--- config.mk ---
export PLATFORM = sky130hd
export DESIGN_NAME = uart_tx_framer_flat
export DESIGN_NICKNAME = d
export VERILOG_FILES = /design/src/rtl/uart_tx_framer_if.sv /design/src/rtl/uart_tx_framer.sv /design/src/flat_wrapper.sv
export SDC_FILE = /design/constraint.sdc
export NUM_CORES = 1
export LEC_CHECK = 0
export ABC_CLOCK_PERIOD_IN_PS = 2600
export CAP_MARGIN = 20
export CORE_ASPECT_RATIO = 2
export CORE_MARGIN = 1.5
export CORE_UTILIZATION = 45
export CTS_CLUSTER_SIZE = 8
export DETAILED_ROUTE_END_ITERATION = 10
export PLACE_DENSITY = 0.67
export SLEW_MARGIN = 40
export SYNTH_ARGS = -nofsm -noshare
export SYNTH_HDL_FRONTEND = slang
export SYNTH_SLANG_ARGS = --single-unit
export TNS_END_PERCENT = 50
--- constraint.sdc ---
create_clock -name clk -period 2.6 [get_ports clk]
set_input_delay 0.52 -clock clk [delete_from_list [all_inputs] [get_ports clk]]
set_output_delay 0.52 -clock clk [all_outputs]
set_load 0.005 [all_outputs]
--- src/rtl/uart_tx_framer_if.sv ---
// FIFO-pop and UART-transmit handshake bundle between the framer (master)
// and the FIFO/transmitter pair (slave).
interface uart_tx_framer_if;
    logic       fifo_empty;
    logic [7:0] fifo_dout;
    logic       fifo_rd_en;
    logic       xmit;
    logic [7:0] xmit_data;
    logic       xmit_done;

    modport master (
        input  fifo_empty, fifo_dout, xmit_done,
        output fifo_rd_en, xmit, xmit_data
    );

    modport slave (
        output fifo_empty, fifo_dout, xmit_done,
        input  fifo_rd_en, xmit, xmit_data
    );
endinterface

--- src/rtl/uart_tx_framer.sv ---
// Frames ciphertext bytes from the FIFO as SYNC, LEN, payload[, XOR checksum] for the UART.
// Optional checksum byte enabled by defining FRAMER_CHECKSUM_EN.
module uart_tx_framer #(
    parameter int         PAYLOAD_LEN = 16,
    parameter logic [7:0] SYNC_BYTE   = 8'hA5,
    parameter int         TIMEOUT     = 1000
) (
    input  logic             clk,
    input  logic             rst_n,
    uart_tx_framer_if.master bus,
    output logic             busy,
    output logic             pad_flag,
    output logic [15:0]      frame_cnt
);

    localparam int          TW       = (TIMEOUT > 1) ? $clog2(TIMEOUT + 1) : 1;
    localparam logic [7:0]  LEN_BYTE = 8'(PAYLOAD_LEN);
    localparam logic [TW-1:0] TMO_LAST = TW'(TIMEOUT);

    localparam logic [2:0] ST_IDLE = 3'd0;
    localparam logic [2:0] ST_SYNC = 3'd1;
    localparam logic [2:0] ST_LEN  = 3'd2;
    localparam logic [2:0] ST_RD   = 3'd3;
    localparam logic [2:0] ST_CAP  = 3'd4;
    localparam logic [2:0] ST_PAY  = 3'd5;
    localparam logic [2:0] ST_WAIT = 3'd6;
`ifdef FRAMER_CHECKSUM_EN
    localparam logic [2:0] ST_CSUM = 3'd7;
    localparam logic [2:0] LAST_RET = ST_CSUM;
`else
    localparam logic [2:0] LAST_RET = ST_IDLE;
`endif

    logic [2:0]    state_reg, state_next;
    logic [2:0]    ret_reg, ret_next;
    logic [7:0]    data_reg, data_next;
    logic          xmit_reg, xmit_next;
    logic          rd_en_reg, rd_en_next;
    logic          pad_flag_reg, pad_flag_next;
    logic          busy_reg, busy_next;
    logic [15:0]   frame_cnt_reg, frame_cnt_next;
    logic [7:0]    byte_cnt_reg, byte_cnt_next;
    logic          pad_mode_reg, pad_mode_next;
    logic [TW-1:0] tmo_reg, tmo_next;
    logic          done_prev_reg;
    logic          done_rise;
`ifdef FRAMER_CHECKSUM_EN
    logic [7:0]    csum_reg, csum_next;
`endif

    // Previous sample resets high so an idle transmitter produces no edge after reset.
    assign done_rise = bus.xmit_done & ~done_prev_reg;

    always_comb begin
        state_next     = state_reg;
        ret_next       = ret_reg;
        data_next      = data_reg;
        xmit_next      = 1'b0;
        rd_en_next     = 1'b0;
        pad_flag_next  = 1'b0;
        busy_next      = busy_reg;
        frame_cnt_next = frame_cnt_reg;
        byte_cnt_next  = byte_cnt_reg;
        pad_mode_next  = pad_mode_reg;
        tmo_next       = tmo_reg;
`ifdef FRAMER_CHECKSUM_EN
        csum_next      = csum_reg;
`endif
        case (state_reg)
            ST_IDLE: begin
                if (!bus.fifo_empty) begin
                    state_next = ST_SYNC;
                    xmit_next  = 1'b1;
                    data_next  = SYNC_BYTE;
                    busy_next  = 1'b1;
                end
            end
            ST_SYNC: begin
                ret_next   = ST_LEN;
                state_next = ST_WAIT;
                busy_next  = 1'b1;
            end
            ST_LEN: begin
                ret_next   = ST_RD;
                state_next = ST_WAIT;
            end
            ST_RD: begin
                // A pop issued on the previous cycle returns data now; capture next.
                if (rd_en_reg) begin
                    state_next = ST_CAP;
                end else if (!bus.fifo_empty) begin
                    rd_en_next = 1'b1;
                    tmo_next   = '0;
                end else begin
                    tmo_next = tmo_reg + TW'(1);
                    if (tmo_next == TMO_LAST) begin
                        pad_flag_next = 1'b1;
                        pad_mode_next = 1'b1;
                        xmit_next     = 1'b1;
                        data_next     = 8'h00;
                        tmo_next      = '0;
                        state_next    = ST_PAY;
                    end
                end
            end
            ST_CAP: begin
                data_next  = bus.fifo_dout;
                xmit_next  = 1'b1;
                state_next = ST_PAY;
`ifdef FRAMER_CHECKSUM_EN
                csum_next  = csum_reg ^ bus.fifo_dout;
`endif
            end
            ST_PAY: begin
                byte_cnt_next = byte_cnt_reg + 8'd1;
                state_next    = ST_WAIT;
                ret_next      = (byte_cnt_next == LEN_BYTE) ? LAST_RET : ST_RD;
            end
            ST_WAIT: begin
                if (done_rise) begin
                    case (ret_reg)
                        ST_LEN: begin
                            xmit_next  = 1'b1;
                            data_next  = LEN_BYTE;
                            state_next = ST_LEN;
`ifdef FRAMER_CHECKSUM_EN
                            csum_next  = csum_reg ^ LEN_BYTE;
`endif
                        end
                        ST_RD: begin
                            if (pad_mode_reg) begin
                                xmit_next  = 1'b1;
                                data_next  = 8'h00;
                                state_next = ST_PAY;
                            end else begin
                                rd_en_next = ~bus.fifo_empty;
                                if (!bus.fifo_empty) tmo_next = '0;
                                state_next = ST_RD;
                            end
                        end
`ifdef FRAMER_CHECKSUM_EN
                        ST_CSUM: begin
                            xmit_next  = 1'b1;
                            data_next  = csum_reg;
                            state_next = ST_CSUM;
                        end
`endif
                        default: begin
                            // Frame end; a waiting FIFO restarts the next frame immediately.
                            frame_cnt_next = frame_cnt_reg + 16'd1;
                            pad_mode_next  = 1'b0;
                            byte_cnt_next  = 8'd0;
                            tmo_next       = '0;
                            busy_next      = 1'b0;
`ifdef FRAMER_CHECKSUM_EN
                            csum_next      = 8'h00;
`endif
                            if (!bus.fifo_empty) begin
                                state_next = ST_SYNC;
                                xmit_next  = 1'b1;
                                data_next  = SYNC_BYTE;
                            end else begin
                                state_next = ST_IDLE;
                            end
                        end
                    endcase
                end
            end
`ifdef FRAMER_CHECKSUM_EN
            ST_CSUM: begin
                ret_next   = ST_IDLE;
                state_next = ST_WAIT;
            end
`endif
            default: state_next = ST_IDLE;
        endcase
    end

    always_ff @(posedge clk or negedge rst_n) begin
        if (!rst_n) begin
            state_reg     <= ST_IDLE;
            ret_reg       <= ST_IDLE;
            data_reg      <= 8'h00;
            xmit_reg      <= 1'b0;
            rd_en_reg     <= 1'b0;
            pad_flag_reg  <= 1'b0;
            busy_reg      <= 1'b0;
            frame_cnt_reg <= 16'd0;
            byte_cnt_reg  <= 8'd0;
            pad_mode_reg  <= 1'b0;
            tmo_reg       <= '0;
            done_prev_reg <= 1'b1;
`ifdef FRAMER_CHECKSUM_EN
            csum_reg      <= 8'h00;
`endif
        end else begin
            state_reg     <= state_next;
            ret_reg       <= ret_next;
            data_reg      <= data_next;
            xmit_reg      <= xmit_next;
            rd_en_reg     <= rd_en_next;
            pad_flag_reg  <= pad_flag_next;
            busy_reg      <= busy_next;
            frame_cnt_reg <= frame_cnt_next;
            byte_cnt_reg  <= byte_cnt_next;
            pad_mode_reg  <= pad_mode_next;
            tmo_reg       <= tmo_next;
            done_prev_reg <= bus.xmit_done;
`ifdef FRAMER_CHECKSUM_EN
            csum_reg      <= csum_next;
`endif
        end
    end

    assign bus.xmit       = xmit_reg;
    assign bus.xmit_data  = data_reg;
    assign bus.fifo_rd_en = rd_en_reg;
    assign busy           = busy_reg;
    assign pad_flag       = pad_flag_reg;
    assign frame_cnt      = frame_cnt_reg;

endmodule

--- src/flat_wrapper.sv ---
// flat-port wrapper written by rule: the top's interface ports become plain ports
module uart_tx_framer_flat 
#(
    parameter int         PAYLOAD_LEN = 16,
    parameter logic [7:0] SYNC_BYTE   = 8'hA5,
    parameter int         TIMEOUT     = 1000
)
  (clk, rst_n, busy, pad_flag, frame_cnt, bus_fifo_empty, bus_fifo_dout, bus_xmit_done, bus_fifo_rd_en, bus_xmit, bus_xmit_data);
  uart_tx_framer_if bus_i ();
  input  logic clk;
  input  logic rst_n;
  output logic busy;
  output logic pad_flag;
  output logic [15:0] frame_cnt;
  input wire logic [$bits(bus_i.fifo_empty)-1:0] bus_fifo_empty;
  input wire logic [$bits(bus_i.fifo_dout)-1:0] bus_fifo_dout;
  input wire logic [$bits(bus_i.xmit_done)-1:0] bus_xmit_done;
  output wire logic [$bits(bus_i.fifo_rd_en)-1:0] bus_fifo_rd_en;
  output wire logic [$bits(bus_i.xmit)-1:0] bus_xmit;
  output wire logic [$bits(bus_i.xmit_data)-1:0] bus_xmit_data;
  assign bus_i.fifo_empty = bus_fifo_empty;
  assign bus_i.fifo_dout = bus_fifo_dout;
  assign bus_i.xmit_done = bus_xmit_done;
  assign bus_fifo_rd_en = bus_i.fifo_rd_en;
  assign bus_xmit = bus_i.xmit;
  assign bus_xmit_data = bus_i.xmit_data;
  uart_tx_framer #(.PAYLOAD_LEN(PAYLOAD_LEN), .SYNC_BYTE(SYNC_BYTE), .TIMEOUT(TIMEOUT)) u_core (.clk(clk), .rst_n(rst_n), .bus(bus_i), .busy(busy), .pad_flag(pad_flag), .frame_cnt(frame_cnt));
endmodule
==> results of run 1 <==
## cells in the final DEF, fill, tap and decap left out, drive strengths merged, types with 5 or more instances in the layout
cell,count
xnor2,8
xor2,12
nand2,44
o21ai,22
buf,14
dfrtp,52
and3,5
nor2,28
inv,17
a22o,6
nor3,12
a21oi,14
nand3,16
clkdlybuf4s50,38
clkbuf,5
## logic make-up after synthesis
family / after synthesis / share of synthesized area (%)
compound gates: 72 / 17.45
xor+xnor: 20 / 6.295
fa+ha+maj: 3 / 1.349
buf+inv: 26 / 3.642
flops: 53 / 47.71
mux: 2 / 0.7644
simple gates: 132 / 22.80
## routing by layer
layer  wire length [um]  share of wire, %
met5                  0                 0
met4                195               3.0
met3                151               2.3
met2               3755                57
met1               2441                37
## worst max-delay path: cells and delay by family, from the launching register on
family	cells	cell delay (ps)
adders and majority gates	1	200
AOI/OAI and AO/OA	4	1100
DFF	1	430
and+or+nand+nor	2	470
## area by class of cell
type | instances | area [um2]
clock inverters | 3 | 21.27
multi-input cells | 229 | 1354
flip-flops and latches | 53 | 1328
clock buffers | 5 | 125.1
well taps | 63 | 78.83
inverters | 16 | 60.06
fillers | 549 | 2556
repair buffers | 52 | 483.0
## final timing paths
check,cells past startpoint,slack [ps],end
worst max-delay path,7,280,u_core.bus.xmit_data[1]
worst min-delay path,1,120,u_core.byte_cnt_reg[7]
worst max register to register,7,280,u_core.bus.xmit_data[1]
worst min register to register,1,480,u_core.frame_cnt[15]
max in group asynchronous,2,1830,u_core.done_prev_reg
min in group clk,1,480,u_core.frame_cnt[15]
## power groups by stage
stage          combinational [mW]  clock (mW)  sequential, mW
5_1_grt                      1.17       0.712            1.22
3_3_place_gp                 1.03           0            1.20
2_1_floorplan               0.694           0            1.13
3_5_place_dp                 1.05           0            1.21
4_1_cts                      1.05       0.685            1.20
6_report                     1.04       0.667            1.20
## per-stage QoR
| step | utilization (%) | setup slack, ps | total power [mW] | hold slack [ps] | instance area [um2] |
|---|---|---|---|---|---|
| 3_3_place_gp | 55.00 | 220.2 | 2.239 | 457.7 | 3303 |
| 2_1_floorplan | - | 374.7 | 1.828 | 224.4 | 2783 |
| 6_report | 57.44 | 284.1 | 2.907 | 117.2 | 3450 |
| 3_5_place_dp | 55.00 | 138.5 | 2.258 | 450.3 | 3303 |
| 4_1_cts | 57.44 | 286.0 | 2.934 | 130.9 | 3450 |
| 5_1_grt | 57.44 | 101.8 | 3.109 | 142.7 | 3450 |
## cells in the mapped netlist (all sizes together), types with 3 or more instances
master | count | share of area (%)
nand4 | 4 | 0.90
clkbuf | 6 | 0.81
o21bai | 3 | 0.81
nor2 | 28 | 3.8
nand2b | 3 | 0.67
or3 | 4 | 1.1
a22oi | 4 | 1.1
and3 | 5 | 1.1
xnor2 | 8 | 2.5
xor2 | 12 | 3.8
nand3b | 3 | 0.81
ha | 3 | 1.3
a22o | 6 | 1.9
or2 | 3 | 0.67
o21ai | 22 | 4.0
inv | 16 | 2.2
nand2 | 44 | 5.9
a31oi | 3 | 0.67
o211ai | 4 | 1.1
nor3 | 12 | 2.2
nand3 | 16 | 2.9
buf | 4 | 0.67
dfrtp | 52 | 47
a21oi | 14 | 2.5
==> flow_summary.toml, run 1 <==
[cts]
cts_repair_resize_count = 0
cts.reportedPaths.clkPinSlew_ps = 70
clock_latency_ps = 300
ctsHtreeMaxLevel = 2
cts_hold_buf = 0
tritoncts = "built"
number_of_buffers_added_for_setup_after_cts = 0
clock_sinks = 53
clock_tree.root_cell = "sky130_fd_sc_hd__clkbuf_16"
cts_made_buffers = 5
cts-root-to-sink-buffers = 2

[worst_setup_path]
reg2reg_from = "u_core.tmo_reg[0]"
timing.critical_path.from_type = "flip-flop"
required_ps = 2780
biggest_fanout_along_the_worst_timing_path = 6
cp_cell_sequence = "ha_1 > nand2_1 > o31a_1 > o32a_1 > or3_4 > o22a_4 > a22o_1"
worst-setup-path-type = "flip-flop to flip-flop"
critical-path-max-stage-delay_ps = 430
end_kind = "flip-flop"
crit_arrival_ps = 2500
worst_path_max_delay_cell = "sky130_fd_sc_hd__dfrtp_1"
startpoint = "u_core.tmo_reg[0]"

[routing]
routed-via-count = 2365
initialDrtViolationCount = 76
drc_errors = 0
wl_per_cell_um = 15.54
detail-route-antenna-nets = 0
vias_per_cell = 5.618
total_length_of_routed_wires_um = 6544
drt_first_pass_iters = 4

[timing]
period_needed_ps = 2316
final.period_utilization_pct = 89.07
max_transition_viols_final = 0
hold_viol_final = 0
setup_viol_count_final = 0
maxClockFrequency_mhz = 431.8
finClkSkew_ps = 5.463
rsz0062_at_grt = "no"
timing.slew.headroom_pct = 50.65
worst_slew_pin_slew_ps = 738.8
setup_tns_ps = 0

[grt]
grt_max_degree = 22
antenna_found_initial = 0
grt_pass1_vias = 2418
track_usage_pct = 21.20
grt_use_met3_pct = 3.390
grt_overflow_total = 0
busiest_layer = "met2"
grt_util_met2_pct = 40.75
grt_first_pass_wirelength_um = 10990
met1_use_gr_pct = 21.39

[layout]
drive_above_1_share_pct = 8.939
total_number_of_nets_in_the_final_design = 372
syn_to_final_growth_pct = 23.97
antennaDiodeCount = 0
fin_cells = 421
largest_register_ffs = 16

[power]
internal_power_mw = 1.856
clock_power_share_pct = 23.0
pwr-share-comb_pct = 35.9
cellPowerDensity_mw_per_mm2 = 842.6
total_switching_power_mw = 1.051
leak_pwr_nw = 1.514
vdd.ir_drop.worst_uv = 438.6
switching_share_pct = 36.16
power.sequential.fraction_pct = 41.2

[yosys]
yosys_most_used_dff = "sky130_fd_sc_hd__dfrtp_1"
yosys_warnings = 0
synth_enable_flop_cells = 0
synth.net_count = 323
synth-seq-area-share_pct = 47.71
synthDistinctLibCells = 53
synth-async-reset-ratio_pct = 100.0
netlist_area_mm2 = 0.002783
ys_seq_elements = 53
syn-mean-instance-area_um2 = 9.035
synth_cells = 308

[die]
core_region_area_mm2 = 0.006006
die_w_um = 58.61
floorplan.die_area_mm2 = 0.006693
floorplan.io_pins = 40
fp.dieH_um = 114.2
start_util_pct = 46.33
placementRows = 40

[min_path]
timing.hold.worst.class = "input pin to asynchronous set/reset pin"

[placed_design]
buffer_ports.inserted = 39
detailedPlacementHpwl_um = 5025
dp_cells = 413
gp_congestion = 0.8090

[job]
max_cap_violations = 0

[outcome]
outcome = "finished, final reports clean"
(Power assumes the default switching activity.)
==> run 2, diff against run 1 <==
- CORE_ASPECT_RATIO: 2 -> not set
- CTS_CLUSTER_SIZE: 8 -> 10
==> run 2 against run 1 <==
Sequential share of layout area up 0.42 points. Core utilization down 0.15 points. Worst setup slack got worse by 96 ps. Largest cell class unchanged.
==> flow_summary.toml, run 2 (synthesis gave the netlist of run 1 again) <==
[outcome]
outcome = "finished, final reports clean"

[routing]
vias_per_cell = 5.505
drt_first_pass_iters = 4
initialDrtViolationCount = 99
total_length_of_routed_wires_um = 6070
detail-route-antenna-nets = 0
wl_per_cell_um = 14.12
routed-via-count = 2367
drc_errors = 0

[layout]
layout.cells.most_common_list = "sky130_fd_sc_hd__dfrtp_1 (52), sky130_fd_sc_hd__nand2_1 (44), sky130_fd_sc_hd__clkdlybuf4s50_1 (38)"
drive_above_1_share_pct = 7.887
layout.filler_cells = 556
utilization_pct = 57.29
antennaDiodeCount = 0
total_number_of_nets_in_the_final_design = 369
largest_register_ffs = 16
final_area_mm2 = 0.003412
layout.cells.most_common = "sky130_fd_sc_hd__dfrtp_1"
syn_to_final_growth_pct = 22.62
fin_cells = 430

[power]
power.total_mw = 2.788
power.sequential.fraction_pct = 43.4
leak_pwr_nw = 1.487
clock_power_share_pct = 20.6
pwr-share-comb_pct = 36.0
switching_share_pct = 35.81
cellPowerDensity_mw_per_mm2 = 817.0
vdd.ir_drop.worst_uv = 396.4
internal_power_mw = 1.789
total_switching_power_mw = 0.9983

[cts]
clock_sinks = 53
ctsHtreeMaxLevel = 2
cts_repair_resize_count = 0
cts-root-to-sink-buffers = 2
tritoncts = "built"
cts.reportedPaths.clkPinSlew_ps = 90
cts_made_buffers = 5
clock_latency_ps = 300
number_of_buffers_added_for_setup_after_cts = 0
cts_hold_buf = 0
clock_tree.root_cell = "sky130_fd_sc_hd__clkbuf_8"

[placed_design]
dp_cells = 422
gp_congestion = 0.8658
buffer_ports.inserted = 39
dp_slack_ps = 89.21
detailedPlacementHpwl_um = 4462
postPlaceCellArea_mm2 = 0.003296

[worst_setup_path]
cp_cell_sequence = "ha_1 > nand2_1 > o31a_1 > o32a_1 > or3_4 > o22a_4 > a22o_1"
worst-setup-path-type = "flip-flop to flip-flop"
top_cell_family_by_delay_on_the_critical_path = "compound AO/OA/AOI/OAI gates"
required_ps = 2800
end_kind = "flip-flop"
worst_path_max_delay_cell = "sky130_fd_sc_hd__dfrtp_1"
r2r_cells = 7
crit_arrival_ps = 2610
reg2reg_slack_ps = 190
critical_path.n_buffers_inverters = 0
biggest_fanout_along_the_worst_timing_path = 7
timing.critical_path.from_type = "flip-flop"
critical-path-max-stage-delay_ps = 430
worstSetupPathDepth = 7

[timing]
hold_viol_final = 0
maxClockFrequency_mhz = 414.7
fin_worst_hold_slack_ps = 131.4
period_needed_ps = 2412
worst_slew_pin_slew_ps = 748.5
timing.slew.headroom_pct = 50.00
max_transition_viols_final = 0
setup_ws_ps = 188.5
setup_tns_ps = 0
setup_viol_count_final = 0
final.period_utilization_pct = 92.75
rsz0062_at_grt = "no"
finClkSkew_ps = 8.529

[min_path]
timing.hold.worst.class = "input pin to asynchronous set/reset pin"

[grt]
grt_first_pass_wirelength_um = 10470
antenna_found_initial = 0
grt_overflow_total = 0
grt_pass1_vias = 2199
grt_max_degree = 20
track_usage_pct = 20.21

[die]
die_w_um = 81.64
floorplan.io_pins = 40
placementRows = 28
core_region_area_mm2 = 0.005956
fp.dieH_um = 81.64
floorplan.die_area_mm2 = 0.006664
start_util_pct = 46.72

[job]
max_cap_violations = 0
## run 2: path summary, 6_finish.rpt
check / from / to
worst max-delay path: u_core.tmo_reg[1] / u_core.bus.xmit_data[1]
worst min-delay path: rst_n / u_core.byte_cnt_reg[4]
worst max register to register: u_core.tmo_reg[1] / u_core.bus.xmit_data[1]
worst min register to register: u_core.frame_cnt[15] / u_core.frame_cnt[15]
max in group asynchronous: rst_n / u_core.done_prev_reg
min in group clk: u_core.frame_cnt[15] / u_core.frame_cnt[15]
## run 2: routing by layer
| metal | routed length [um] | GRT usage [%] | vias up | part of all wire (%) |
|---|---|---|---|---|
| met4 | 55 | 5.424 | 0 | 0.91 |
| met2 | 2866 | 31.07 | 49 | 47 |
| met1 | 2900 | 29.37 | 1135 | 48 |
| met3 | 248 | 3.556 | 4 | 4.1 |
| met5 | 0 | 0 | - | 0 |
| li1 | - | - | 1179 | - |
## run 2: power by group through the flow
stage / clock [mW] / sequential (mW) / combinational [mW]
floorplan: 0 / 1.13 / 0.694
CTS: 0.591 / 1.21 / 1.01
detailed placement: 0 / 1.22 / 1.00
global route: 0.629 / 1.24 / 1.14
global placement: 0 / 1.21 / 0.983
finish: 0.576 / 1.21 / 1.00
## run 2: cell type report
| class | instances | area [um2] | area share [%] |
|---|---|---|---|
| well taps | 75 | 93.84 | 2.750 |
| repair buffers | 49 | 460.4 | 13.49 |
| flip-flops and latches | 53 | 1328 | 38.91 |
| multi-input cells | 229 | 1354 | 39.68 |
| clock buffers | 7 | 86.33 | 2.530 |
| inverters | 16 | 60.06 | 1.760 |
| clock inverters | 1 | 30.03 | 0.8801 |
==> run 3, diff against run 2 <==
- RECOVER_POWER: not set -> 50
==> run 3 against run 2 <==
Register-to-register slack barely moved. Power fell by 0.59%. Worst setup slack improved by 4.1 ps. Fmax rose by 0.17%. Global-route usage did not move. Critical path depth did not move. Largest power group unchanged. Sequential share of layout area rose by 0.19 points. Final cell count did not move.
==> flow_summary.toml, run 3 (synthesis gave the netlist of run 1 again) <==
[worst_setup_path]
startpoint = "u_core.tmo_reg[0]"
reg2reg_from = "u_core.tmo_reg[0]"
crit_arrival_ps = 2610
top_cell_family_by_delay_on_the_critical_path = "compound AO/OA/AOI/OAI gates"
reg2reg_slack_ps = 190
worst-setup-path-type = "flip-flop to flip-flop"
required_ps = 2800
critical_path.n_buffers_inverters = 0
biggest_fanout_along_the_worst_timing_path = 7
r2r_cells = 7
end_kind = "flip-flop"
critical-path-max-stage-delay_ps = 420
cp_cell_sequence = "ha_1 > nand2_1 > o31a_1 > o32a_1 > or3_4 > o22a_4 > a22o_1"
timing.critical_path.from_type = "flip-flop"
crit-reg2reg-capture = "u_core.bus.xmit_data[1]"
worst_path_max_delay_cell = "sky130_fd_sc_hd__dfrtp_1"

[cts]
tritoncts = "built"
ctsHtreeMaxLevel = 2
clock_sinks = 53
cts_made_buffers = 5
clock_tree.root_cell = "sky130_fd_sc_hd__clkbuf_8"
cts_hold_buf = 0
cts.reportedPaths.clkPinSlew_ps = 90
clock_latency_ps = 300
cts-root-to-sink-buffers = 2

[power]
total_switching_power_mw = 0.9997
pwr-share-comb_pct = 35.6
leak_pwr_nw = 1.472
vdd.ir_drop.worst_uv = 393.9
power.sequential.fraction_pct = 43.5
clock_power_share_pct = 20.9
switching_share_pct = 36.07
cellPowerDensity_mw_per_mm2 = 816.1
internal_power_mw = 1.772

[layout]
drive_above_1_share_pct = 6.479
total_number_of_nets_in_the_final_design = 369
syn_to_final_growth_pct = 22.03
layout.cells.most_common_list = "sky130_fd_sc_hd__dfrtp_1 (52), sky130_fd_sc_hd__nand2_1 (44), sky130_fd_sc_hd__clkdlybuf4s50_1 (29)"
antennaDiodeCount = 0
final_area_mm2 = 0.003396
largest_register_ffs = 16
layout.cells.most_common = "sky130_fd_sc_hd__dfrtp_1"
fin_cells = 430

[grt]
track_usage_pct = 20.21
grt_pass1_vias = 2199
grt_overflow_total = 0
antenna_found_initial = 0
grt_first_pass_wirelength_um = 10470
grt_max_degree = 20

[die]
floorplan.die_area_mm2 = 0.006664
start_util_pct = 46.72
fp.dieH_um = 81.64
die_w_um = 81.64
core_region_area_mm2 = 0.005956
floorplan.io_pins = 40
placementRows = 28

[placed_design]
detailedPlacementHpwl_um = 4462
postPlaceCellArea_mm2 = 0.003296
buffer_ports.inserted = 39
dp_slack_ps = 89.21
dp_cells = 422
gp_congestion = 0.8658

[timing]
setup_tns_ps = 0
setup_ws_ps = 192.6
rsz0062_at_grt = "no"
timing.slew.headroom_pct = 33.15
worst_slew_pin_slew_ps = 1003
setup_viol_count_final = 0
final.period_utilization_pct = 92.59
finClkSkew_ps = 5.580
period_needed_ps = 2407
maxClockFrequency_mhz = 415.4
hold_viol_final = 0
max_transition_viols_final = 0

[routing]
drc_errors = 0
total_length_of_routed_wires_um = 6093
drt_first_pass_iters = 4
initialDrtViolationCount = 94
vias_per_cell = 5.537
routed-via-count = 2381
wl_per_cell_um = 14.17
detail-route-antenna-nets = 0

[job]
max_cap_violations = 0

[min_path]
timing.hold.worst.class = "input pin to asynchronous set/reset pin"

[outcome]
outcome = "finished, final reports clean"
[run 3: cell types whose count changed in the layout (fill, tap and decap cells not counted)]
cell / delta
sky130_fd_sc_hd__clkbuf_1: +5
sky130_fd_sc_hd__buf_2: -1
sky130_fd_sc_hd__buf_4: -4
sky130_fd_sc_hd__clkdlybuf4s50_1: -9
sky130_fd_sc_hd__dlygate4sd3_1: +9
[run 3: power groups by stage]
stage / Sequential, mW / Combinational, mW / Clock [mW]
2_1_floorplan: 1.13 / 0.694 / 0
3_3_place_gp: 1.21 / 0.983 / 0
3_5_place_dp: 1.22 / 1.00 / 0
4_1_cts: 1.21 / 1.01 / 0.591
5_1_grt: 1.24 / 1.12 / 0.629
6_report: 1.21 / 0.987 / 0.578
[run 3: timing repair]
action | CTS | global route
gates resized for setup | 0 | 1
endpoints found under the setup margin | 0 | 4
buffers inserted | 0 | 0
[run 3: worst max path at each step]
| stage | to | slack, ps | cells past startpoint |
|---|---|---|---|
| after global placement | u_core.bus.xmit_data[0] | 180 | 7 |
| after global routing | u_core.tmo_reg[8] | 90 | 7 |
| after detailed placement | u_core.bus.xmit_data[0] | 90 | 7 |
| final | u_core.bus.xmit_data[1] | 190 | 7 |
| after CTS | u_core.bus.xmit_data[0] | 80 | 7 |
| after floorplan | u_core.bus.xmit_data[4] | 370 | 7 |
[run 3: per-stage QoR]
| stage | power, mW | util (%) | hold WS [ps] |
|---|---|---|---|
| after floorplan | 1.828 | - | 224.4 |
| after global placement | 2.197 | 55.34 | 458.5 |
| after detailed placement | 2.222 | 55.34 | 465.4 |
| after CTS | 2.809 | 57.29 | 141.3 |
| after global routing | 2.988 | 57.02 | 422.6 |
| final | 2.771 | 57.02 | 325.4 |
[run 3: routing by layer]
layer	global-route usage (%)	vias to the layer above	share of wire [%]
met1	29.37	1150	47
met2	31.07	46	48
met3	3.556	4	3.8
met4	5.424	0	0.92
met5	0	-	0
li1	-	1181	-
[run 3: worst register-to-register path, cell delays in order, from the launching register on]
cell                      delay [ps]
sky130_fd_sc_hd__dfrtp_1         420
sky130_fd_sc_hd__ha_1            300
sky130_fd_sc_hd__nand2_1          80
sky130_fd_sc_hd__o31a_1          240
sky130_fd_sc_hd__o32a_1          340
sky130_fd_sc_hd__or3_4           400
sky130_fd_sc_hd__o22a_4          280
sky130_fd_sc_hd__a22o_1          240
[run 3: final cells by class]
cell class	count	area, um2
flip-flops and latches	53	1328
clock buffers	7	86.33
repair buffers	49	444.2
fillers	564	2560
well taps	75	93.84
multi-input cells	229	1354
clock inverters	1	30.03
inverters	16	60.06
